--- src/rtl/hex_display_ctrl_pkg.sv ---
// Shared constants for the HEX display controller: segment patterns,
// FSM state encoding and the largest value the digit slots can show.
package hex_display_ctrl_pkg;

  localparam logic [6:0] SEG_BLANK = 7'b1111111;
  localparam logic [6:0] SEG_DASH  = 7'b0111111;

  localparam logic [1:0] ST_IDLE = 2'd0;
  localparam logic [1:0] ST_CONV = 2'd1;
  localparam logic [1:0] ST_SCAN = 2'd2;
  localparam logic [1:0] ST_DONE = 2'd3;

  // 10^n_digits - 1, the largest value that fits in the display.
  function automatic logic [63:0] max_display(input int n_digits);
    logic [63:0] r;
    r = 64'd1;
    for (int i = 0; i < n_digits; i++) r = r * 64'd10;
    return r - 64'd1;
  endfunction

endpackage

--- src/rtl/hex_display_ctrl_if.sv ---
// Load/status/segment bundle between the datapath and the display controller.
interface hex_display_ctrl_if #(
  parameter int N_BITS   = 20,
  parameter int N_DIGITS = 6
);
  logic [N_BITS-1:0]     valor;
  logic                  carregar;
  logic                  ocupado;
  logic                  pronto;
  logic [7*N_DIGITS-1:0] hex;

  modport master (output valor, carregar, input ocupado, pronto, hex);
  modport slave  (input valor, carregar, output ocupado, pronto, hex);
endinterface

--- src/rtl/cb7s.sv ---
// Registered BCD/hex to active-low seven-segment decoder (bit0 = a .. bit6 = g).
module cb7s (
  input  logic       clk,
  input  logic [3:0] code,
  output logic [6:0] seg
);

  // NOTE: no reset here; the output is always rewritten before anyone consumes it.
  // NOTE: sequential state uses <= so every register samples pre-edge values.
  always_ff @(posedge clk) begin
    case (code)
      4'h0: seg <= 7'b1000000;
      4'h1: seg <= 7'b1111001;
      4'h2: seg <= 7'b0100100;
      4'h3: seg <= 7'b0110000;
      4'h4: seg <= 7'b0011001;
      4'h5: seg <= 7'b0010010;
      4'h6: seg <= 7'b0000010;
      4'h7: seg <= 7'b1111000;
      4'h8: seg <= 7'b0000000;
      4'h9: seg <= 7'b0010000;
      4'hA: seg <= 7'b0001000;
      4'hB: seg <= 7'b0000011;
      4'hC: seg <= 7'b1000110;
      4'hD: seg <= 7'b0100001;
      4'hE: seg <= 7'b0000110;
      default: seg <= 7'b0001110;
    endcase
  end

endmodule

--- src/rtl/hex_display_ctrl_bin_bcd_seq.sv ---
// Iterative shift-add-3 binary to BCD converter, one input bit per clock.
module bin_bcd_seq #(
  parameter int N_BITS   = 20,
  parameter int N_DIGITS = 6
) (
  input  logic                  clk,
  input  logic                  reset,
  input  logic                  start,
  input  logic [N_BITS-1:0]     bin_in,
  output logic                  busy,
  output logic                  done,
  output logic [4*N_DIGITS-1:0] bcd
);

  localparam int CW = $clog2(N_BITS + 1);

  logic [N_BITS-1:0]     bin_q;
  logic [CW-1:0]         cnt;
  logic [4*N_DIGITS-1:0] bcd_adj;

  // NOTE: the default assignment first keeps this combinational block latch-free.
  always_comb begin
    bcd_adj = bcd;
    for (int i = 0; i < N_DIGITS; i++) begin
      if (bcd[4*i +: 4] >= 4'd5) bcd_adj[4*i +: 4] = bcd[4*i +: 4] + 4'd3;
    end
  end

  // High during the cycle whose closing edge performs the final shift.
  assign done = busy && (cnt == CW'(1));

  always_ff @(posedge clk) begin
    if (reset) begin
      busy  <= 1'b0;
      cnt   <= '0;
      bin_q <= '0;
      bcd   <= '0;
    end else if (start && !busy) begin
      busy  <= 1'b1;
      cnt   <= CW'(N_BITS);
      bin_q <= bin_in;
      bcd   <= '0;
    end else if (busy) begin
      bcd   <= {bcd_adj[4*N_DIGITS-2:0], bin_q[N_BITS-1]};
      bin_q <= {bin_q[N_BITS-2:0], 1'b0};
      cnt   <= cnt - CW'(1);
      if (done) busy <= 1'b0;
    end
  end

endmodule

--- src/rtl/hex_display_ctrl.sv ---
// Converts a binary value to BCD, scans the digits through one shared decoder
// into a shadow register, then updates all HEX displays in a single cycle.
module hex_display_ctrl
  import hex_display_ctrl_pkg::*;
#(
  parameter int N_BITS      = 20,
  parameter int N_DIGITS    = 6,
  parameter int BLANK_ZEROS = 1
) (
  input  logic           clk,
  input  logic           reset,
  hex_display_ctrl_if.slave bus
);

  localparam int SW = $clog2(N_DIGITS + 1);

  logic [1:0]            state;
  logic                  ovf;
  logic [SW-1:0]         scan_cnt;
  logic [7*N_DIGITS-1:0] shadow;
  logic [7*N_DIGITS-1:0] hex_q;
  logic [7*N_DIGITS-1:0] hex_next;
  logic                  pronto_q;
  logic                  seen_nz;

  logic                  conv_start;
  logic                  conv_busy;
  logic                  conv_done;
  logic [4*N_DIGITS-1:0] bcd;
  logic [3:0]            dec_code;
  logic [6:0]            dec_seg;

  assign conv_start = (state == ST_IDLE) && bus.carregar && !conv_busy;

  bin_bcd_seq #(.N_BITS(N_BITS), .N_DIGITS(N_DIGITS)) u_conv (
    .clk   (clk),
    .reset (reset),
    .start (conv_start),
    .bin_in(bus.valor),
    .busy  (conv_busy),
    .done  (conv_done),
    .bcd   (bcd)
  );

  always_comb begin
    dec_code = 4'd0;
    for (int i = 0; i < N_DIGITS; i++) begin
      if (scan_cnt == SW'(i)) dec_code = bcd[4*i +: 4];
    end
  end

  cb7s u_dec (.clk(clk), .code(dec_code), .seg(dec_seg));

  // Overrides applied at copy time; walking top-down finds the leading zeros.
  always_comb begin
    hex_next = shadow;
    seen_nz  = 1'b0;
    for (int i = N_DIGITS - 1; i >= 0; i--) begin
      if (bcd[4*i +: 4] != 4'd0) seen_nz = 1'b1;
      if (ovf)
        hex_next[7*i +: 7] = SEG_DASH;
      else if ((BLANK_ZEROS != 0) && !seen_nz && (i != 0))
        hex_next[7*i +: 7] = SEG_BLANK;
    end
  end

  always_ff @(posedge clk) begin
    if (reset) begin
      state    <= ST_IDLE;
      ovf      <= 1'b0;
      scan_cnt <= '0;
      shadow   <= '0;
      hex_q    <= {N_DIGITS{SEG_BLANK}};
      pronto_q <= 1'b0;
    end else begin
      pronto_q <= 1'b0;
      case (state)
        ST_IDLE: begin
          if (conv_start) begin
            ovf   <= 64'(bus.valor) > max_display(N_DIGITS);
            state <= ST_CONV;
          end
        end
        ST_CONV: begin
          if (conv_done) begin
            scan_cnt <= '0;
            state    <= ST_SCAN;
          end
        end
        ST_SCAN: begin
          // Decoder output lags its input by one cycle, hence slot k-1.
          for (int i = 0; i < N_DIGITS; i++) begin
            if (scan_cnt == SW'(i + 1)) shadow[7*i +: 7] <= dec_seg;
          end
          if (scan_cnt == SW'(N_DIGITS)) state <= ST_DONE;
          else scan_cnt <= scan_cnt + SW'(1);
        end
        default: begin
          hex_q    <= hex_next;
          pronto_q <= 1'b1;
          state    <= ST_IDLE;
        end
      endcase
    end
  end

  assign bus.ocupado = (state != ST_IDLE);
  assign bus.pronto  = pronto_q;
  assign bus.hex     = hex_q;

endmodule
--- src/flat_wrapper.sv ---
// flat-port wrapper written by rule: the top's interface ports become plain ports
module hex_display_ctrl_flat import hex_display_ctrl_pkg::*;
#(
  parameter int N_BITS      = 20,
  parameter int N_DIGITS    = 6,
  parameter int BLANK_ZEROS = 1
)
  (clk, reset, bus_valor, bus_carregar, bus_ocupado, bus_pronto, bus_hex);
  hex_display_ctrl_if #(.N_BITS(N_BITS), .N_DIGITS(N_DIGITS)) bus_i ();
  input  logic clk;
  input  logic reset;
  input wire logic [$bits(bus_i.valor)-1:0] bus_valor;
  input wire logic [$bits(bus_i.carregar)-1:0] bus_carregar;
  output wire logic [$bits(bus_i.ocupado)-1:0] bus_ocupado;
  output wire logic [$bits(bus_i.pronto)-1:0] bus_pronto;
  output wire logic [$bits(bus_i.hex)-1:0] bus_hex;
  assign bus_i.valor = bus_valor;
  assign bus_i.carregar = bus_carregar;
  assign bus_ocupado = bus_i.ocupado;
  assign bus_pronto = bus_i.pronto;
  assign bus_hex = bus_i.hex;
  hex_display_ctrl #(.N_BITS(N_BITS), .N_DIGITS(N_DIGITS), .BLANK_ZEROS(BLANK_ZEROS)) u_core (.clk(clk), .reset(reset), .bus(bus_i));
endmodule
--- config.mk ---
export PLATFORM = sky130hd
export DESIGN_NAME = hex_display_ctrl_flat
export DESIGN_NICKNAME = d
export VERILOG_FILES = /design/src/rtl/hex_display_ctrl_pkg.sv /design/src/rtl/hex_display_ctrl_if.sv /design/src/rtl/cb7s.sv /design/src/rtl/hex_display_ctrl_bin_bcd_seq.sv /design/src/rtl/hex_display_ctrl.sv /design/src/flat_wrapper.sv
export SDC_FILE = /design/constraint.sdc
export NUM_CORES = 1
export LEC_CHECK = 0
export BUFFER_PORTS_ARGS = -buffer_cell sky130_fd_sc_hd__buf_2
export CORE_MARGIN = 1.5
export CORE_UTILIZATION = 50
export CTS_CLUSTER_DIAMETER = 40
export DETAILED_ROUTE_END_ITERATION = 6
export GPL_ROUTABILITY_DRIVEN = 1
export HOLD_SLACK_MARGIN = 0.06
export PLACE_DENSITY = 0.78
export RECOVER_POWER = 25
export SLEW_MARGIN = 20
export SYNTH_ARGS = -nofsm -noshare
export SYNTH_HDL_FRONTEND = slang
export SYNTH_SLANG_ARGS = --single-unit
--- constraint.sdc ---
create_clock -name clk -period 3.2 [get_ports clk]
set_input_delay 0.48 -clock clk [delete_from_list [all_inputs] [get_ports clk]]
set_output_delay 0.48 -clock clk [all_outputs]
set_load 0.02 [all_outputs]
==> impl_metrics.json <==
{
  "worst_slew_pin_slew_ns": 1.57,
  "cts_made_buffers": 17,
  "ys_async_sr_fraction_pct": 0,
  "hold_depth": 3,
  "num-fill-cells": 1164,
  "violations": "max-capacitance violations, max-slew violations",
  "yosysTopAreaCell": "dfxtp_1",
  "rr_startpoint": "u_core.scan_cnt[1]",
  "seq_area_um2": 2960,
  "grt_antenna_before_repair": 0,
  "cap_viol_max_count": 1,
  "ir_drop_uv": 411,
  "cts-root-buf": "clkbuf_16",
  "fin_area_um2": 7620,
  "clock-sinks": 148,
  "r2r_slack_ns": 0.40,
  "die_w_um": 118,
  "synthDistinctLibCells": 53,
  "gp_congestion": 0.890,
  "cts_max_level": 4,
  "critPathSlowestCell": "ha_1",
  "overflow": 0,
  "drv_slew": 80,
  "clkSlewWorstSetupHoldPaths_ns": 0.06,
  "yosysTopAreaCellShare_pct": 44.5,
  "synth_ff_type": "dfxtp_1",
  "drt-total-wl_um": 15000,
  "postSynthCellCount": 780,
  "grt_max_degree": 80,
  "holdWs_ns": 0.317,
  "drtAntennaViolNets": 0,
  "setup_viol": 0,
  "postCtsHoldBufs": 0,
  "start_kind": "flip-flop",
  "cts_setup_buffers": 0,
  "via_per_inst": 5.53,
  "synth_seq_cells": 148,
  "crit_required_ns": 3.55,
  "post_cts_resized": 0,
  "drcViolationCount": 0,
  "max-slew-margin-rel_pct": -4.42,
  "synthesis.area_um2": 6650,
  "critical_path.max_stage_delay_ns": 0.68,
  "clock.fmax_mhz": 357,
  "first_pass_iters": 4,
  "num_antenna_cells": 0,
  "yosys_warnings": 0,
  "crit_buf_inv": 1,
  "rsz0062_at_grt": "no",
  "power_w": 0.00495,
  "num_vias": 5595,
  "yosys-top-cells-count": "148 x dfxtp_1, 107 x nand2_1, 93 x a21oi_1, 62 x nor2_1, 60 x nand3_1",
  "core_um2": 12800,
  "holdPathEnd": "u_core.ovf",
  "worstPathArrival_ns": 3.15,
  "cp-end-kind": "flip-flop",
  "yosys-top-cells-area": "dfxtp_1 45%, a21oi_1 7.0%, ha_1 6.2%",
  "synth_nets": 836,
  "syn_to_final_growth_pct": 14.5,
  "critical_path_class": "reg2reg",
  "io_buffer_count": 66,
  "synthMostInstantiatedCell": "dfxtp_1",
  "dpl_cell_area_um2": 7080,
  "crit_fanout": 25,
  "synth_edf_count": 0,
  "hold_viol": 0,
  "finalCritPeriodShare_pct": 87.4,
  "hp-class": "in2reg",
  "dp_hpwl_um": 9560,
  "path_delay_family": "compound AO/OA/AOI/OAI gates",
  "dieArea_um2": 14000,
  "die_h_um": 118,
  "grt_pass1_wl_um": 25000,
  "io_pins": 67,
  "drtIter0Drc": 383,
  "drt-wirelength-per-cell_um": 14.8,
  "cts_tree": "done",
  "fin_skew_ns": 0.00828,
  "ys_seq_area_share_pct": 44.5,
  "timing.rr.end": "u_core.u_dec.seg[4]",
  "cellLeakagePower_nw": 2.99,
  "worst_skew_pair.late_latency_ns": 0.43,
  "initial_utilization_pct": 51.9,
  "fin_tns_setup_ns": 0,
  "fin_util_pct": 59.4,
  "status": "finished with violations",
  "drive_gt1_share_pct": 8.69,
  "crit_path_cell_trace": "inv_1 > ha_1 > nand2b_1 > o21ai_0 > a311oi_4 > mux2_2 > o22ai_1",
  "rr_worst_depth": 7,
  "holdCritStartpoint": "bus_valor[18]",
  "synth_area_per_cell_um2": 8.53,
  "multi_input_area_um2": 3380,
  "first_global_vias": 5131,
  "rows": 41,
  "cts_max_path_buffers": 2,
  "fin_nets": 883,
  "p_per_area_nw_per_um2": 650,
  "fin_crit_ns": 2.80,
  "grt_use_total_pct": 22.1
}
==> per-stage QoR <==
| stage | worst slack [ns] | std cells |
|---|---|---|
| 2_1_floorplan | 0.802 | 780 |
| 3_3_place_gp | 0.579 | 980 |
| 3_5_place_dp | 0.476 | 980 |
| 4_1_cts | 0.396 | 1012 |
| 5_1_grt | 0.206 | 1012 |
| 6_report | 0.402 | 1012 |
==> registers in the layout, indices dropped and copies added (netlist names) <==
name                 flops
u_core.u_dec.seg         7
u_core.shadow           42
u_core.bus.pronto        1
u_core.ovf               1
u_core.bus.hex          42
u_core.u_conv.busy       1
u_core.scan_cnt          3
u_core.u_conv.bin_q     20
u_core.u_conv.bcd       24
u_core.state             2
u_core.u_conv.cnt        5
==> how the worst max path moves through the flow <==
stage	slack [ns]	startpoint	cells after the start	to
3_3_place_gp	0.58	u_core.scan_cnt[1]	7	u_core.u_dec.seg[4]
6_report	0.40	u_core.scan_cnt[1]	7	u_core.u_dec.seg[4]
4_1_cts	0.40	u_core.scan_cnt[1]	7	u_core.u_dec.seg[4]
5_1_grt	0.21	u_core.scan_cnt[1]	11	u_core.u_dec.seg[5]
2_1_floorplan	0.80	u_core.scan_cnt[2]	12	u_core.u_dec.seg[1]
3_5_place_dp	0.48	u_core.scan_cnt[1]	6	u_core.u_dec.seg[4]
==> power by group <==
group | switching [W] | internal, W | total (W)
Clock | 0.000782 | 0.00125 | 0.00203
Sequential | 0.0000915 | 0.00195 | 0.00204
Combinational | 0.000568 | 0.000314 | 0.000882
==> worst reg2reg max path: cells and delay by family, from the launching register on <==
| family | cells | cell delay [ns] |
|---|---|---|
| multiplexers | 1 | 0.41 |
| flip-flops | 1 | 0.34 |
| adder cells (fa/ha/maj) | 1 | 0.68 |
| buffers and inverters | 1 | 0.08 |
| AO/OA/AOI/OAI | 3 | 0.98 |
| AND/OR/NAND/NOR | 1 | 0.23 |
==> area by class of cell <==
class	instances	area share [%]
timing repair buffer	76	4.58
clock buffer	20	5.86
clock inverter	12	2.04
tap	172	2.82
inverter	30	1.48
sequential	148	38.9
multi-input combinational	554	44.3
==> logic make-up (layout without fill, tap and decap cells) <==
| logic type | count (synthesis) | after routing | share of synthesized area [%] |
|---|---|---|---|
| simple gates | 284 | 284 | 19.8 |
| compound gates | 182 | 182 | 16.7 |
| flops | 148 | 148 | 44.5 |
| buf+inv | 78 | 138 | 4.68 |
| mux | 41 | 41 | 6.19 |
| fa+ha+maj | 33 | 33 | 6.21 |
| xor+xnor | 14 | 14 | 1.84 |
==> layer usage <==
metal / vias up / global-route usage, % / share of wire (%)
met1: 2629 / 29.5 / 47
met4: 0 / 8.92 / 1.9
met3: 24 / 4.83 / 4.4
met5: - / 0 / 0
li1: 2812 / - / -
met2: 130 / 34.9 / 46
==> placed cells by master (no fill, tap or decap), drive strengths merged, types with 2 or more instances in the layout <==
cell / instances
clkbuf: 64
nor2b: 2
and3: 2
inv: 29
xnor2: 13
nand4: 3
nor4b: 2
a211oi: 4
o21ai: 24
nand2b: 15
o22a: 6
a21o: 5
a21oi: 93
o31ai: 3
dfxtp: 148
nor2: 62
buf: 32
nor4: 2
ha: 33
bufinv: 3
mux2i: 40
nand3: 61
clkinv: 8
nor3: 6
a221oi: 5
o211ai: 4
o22ai: 26
nor3b: 5
or3: 8
a221o: 4
clkinvlp: 2
nand3b: 5
nand2: 107
Power figures use the tool's default switching activity.
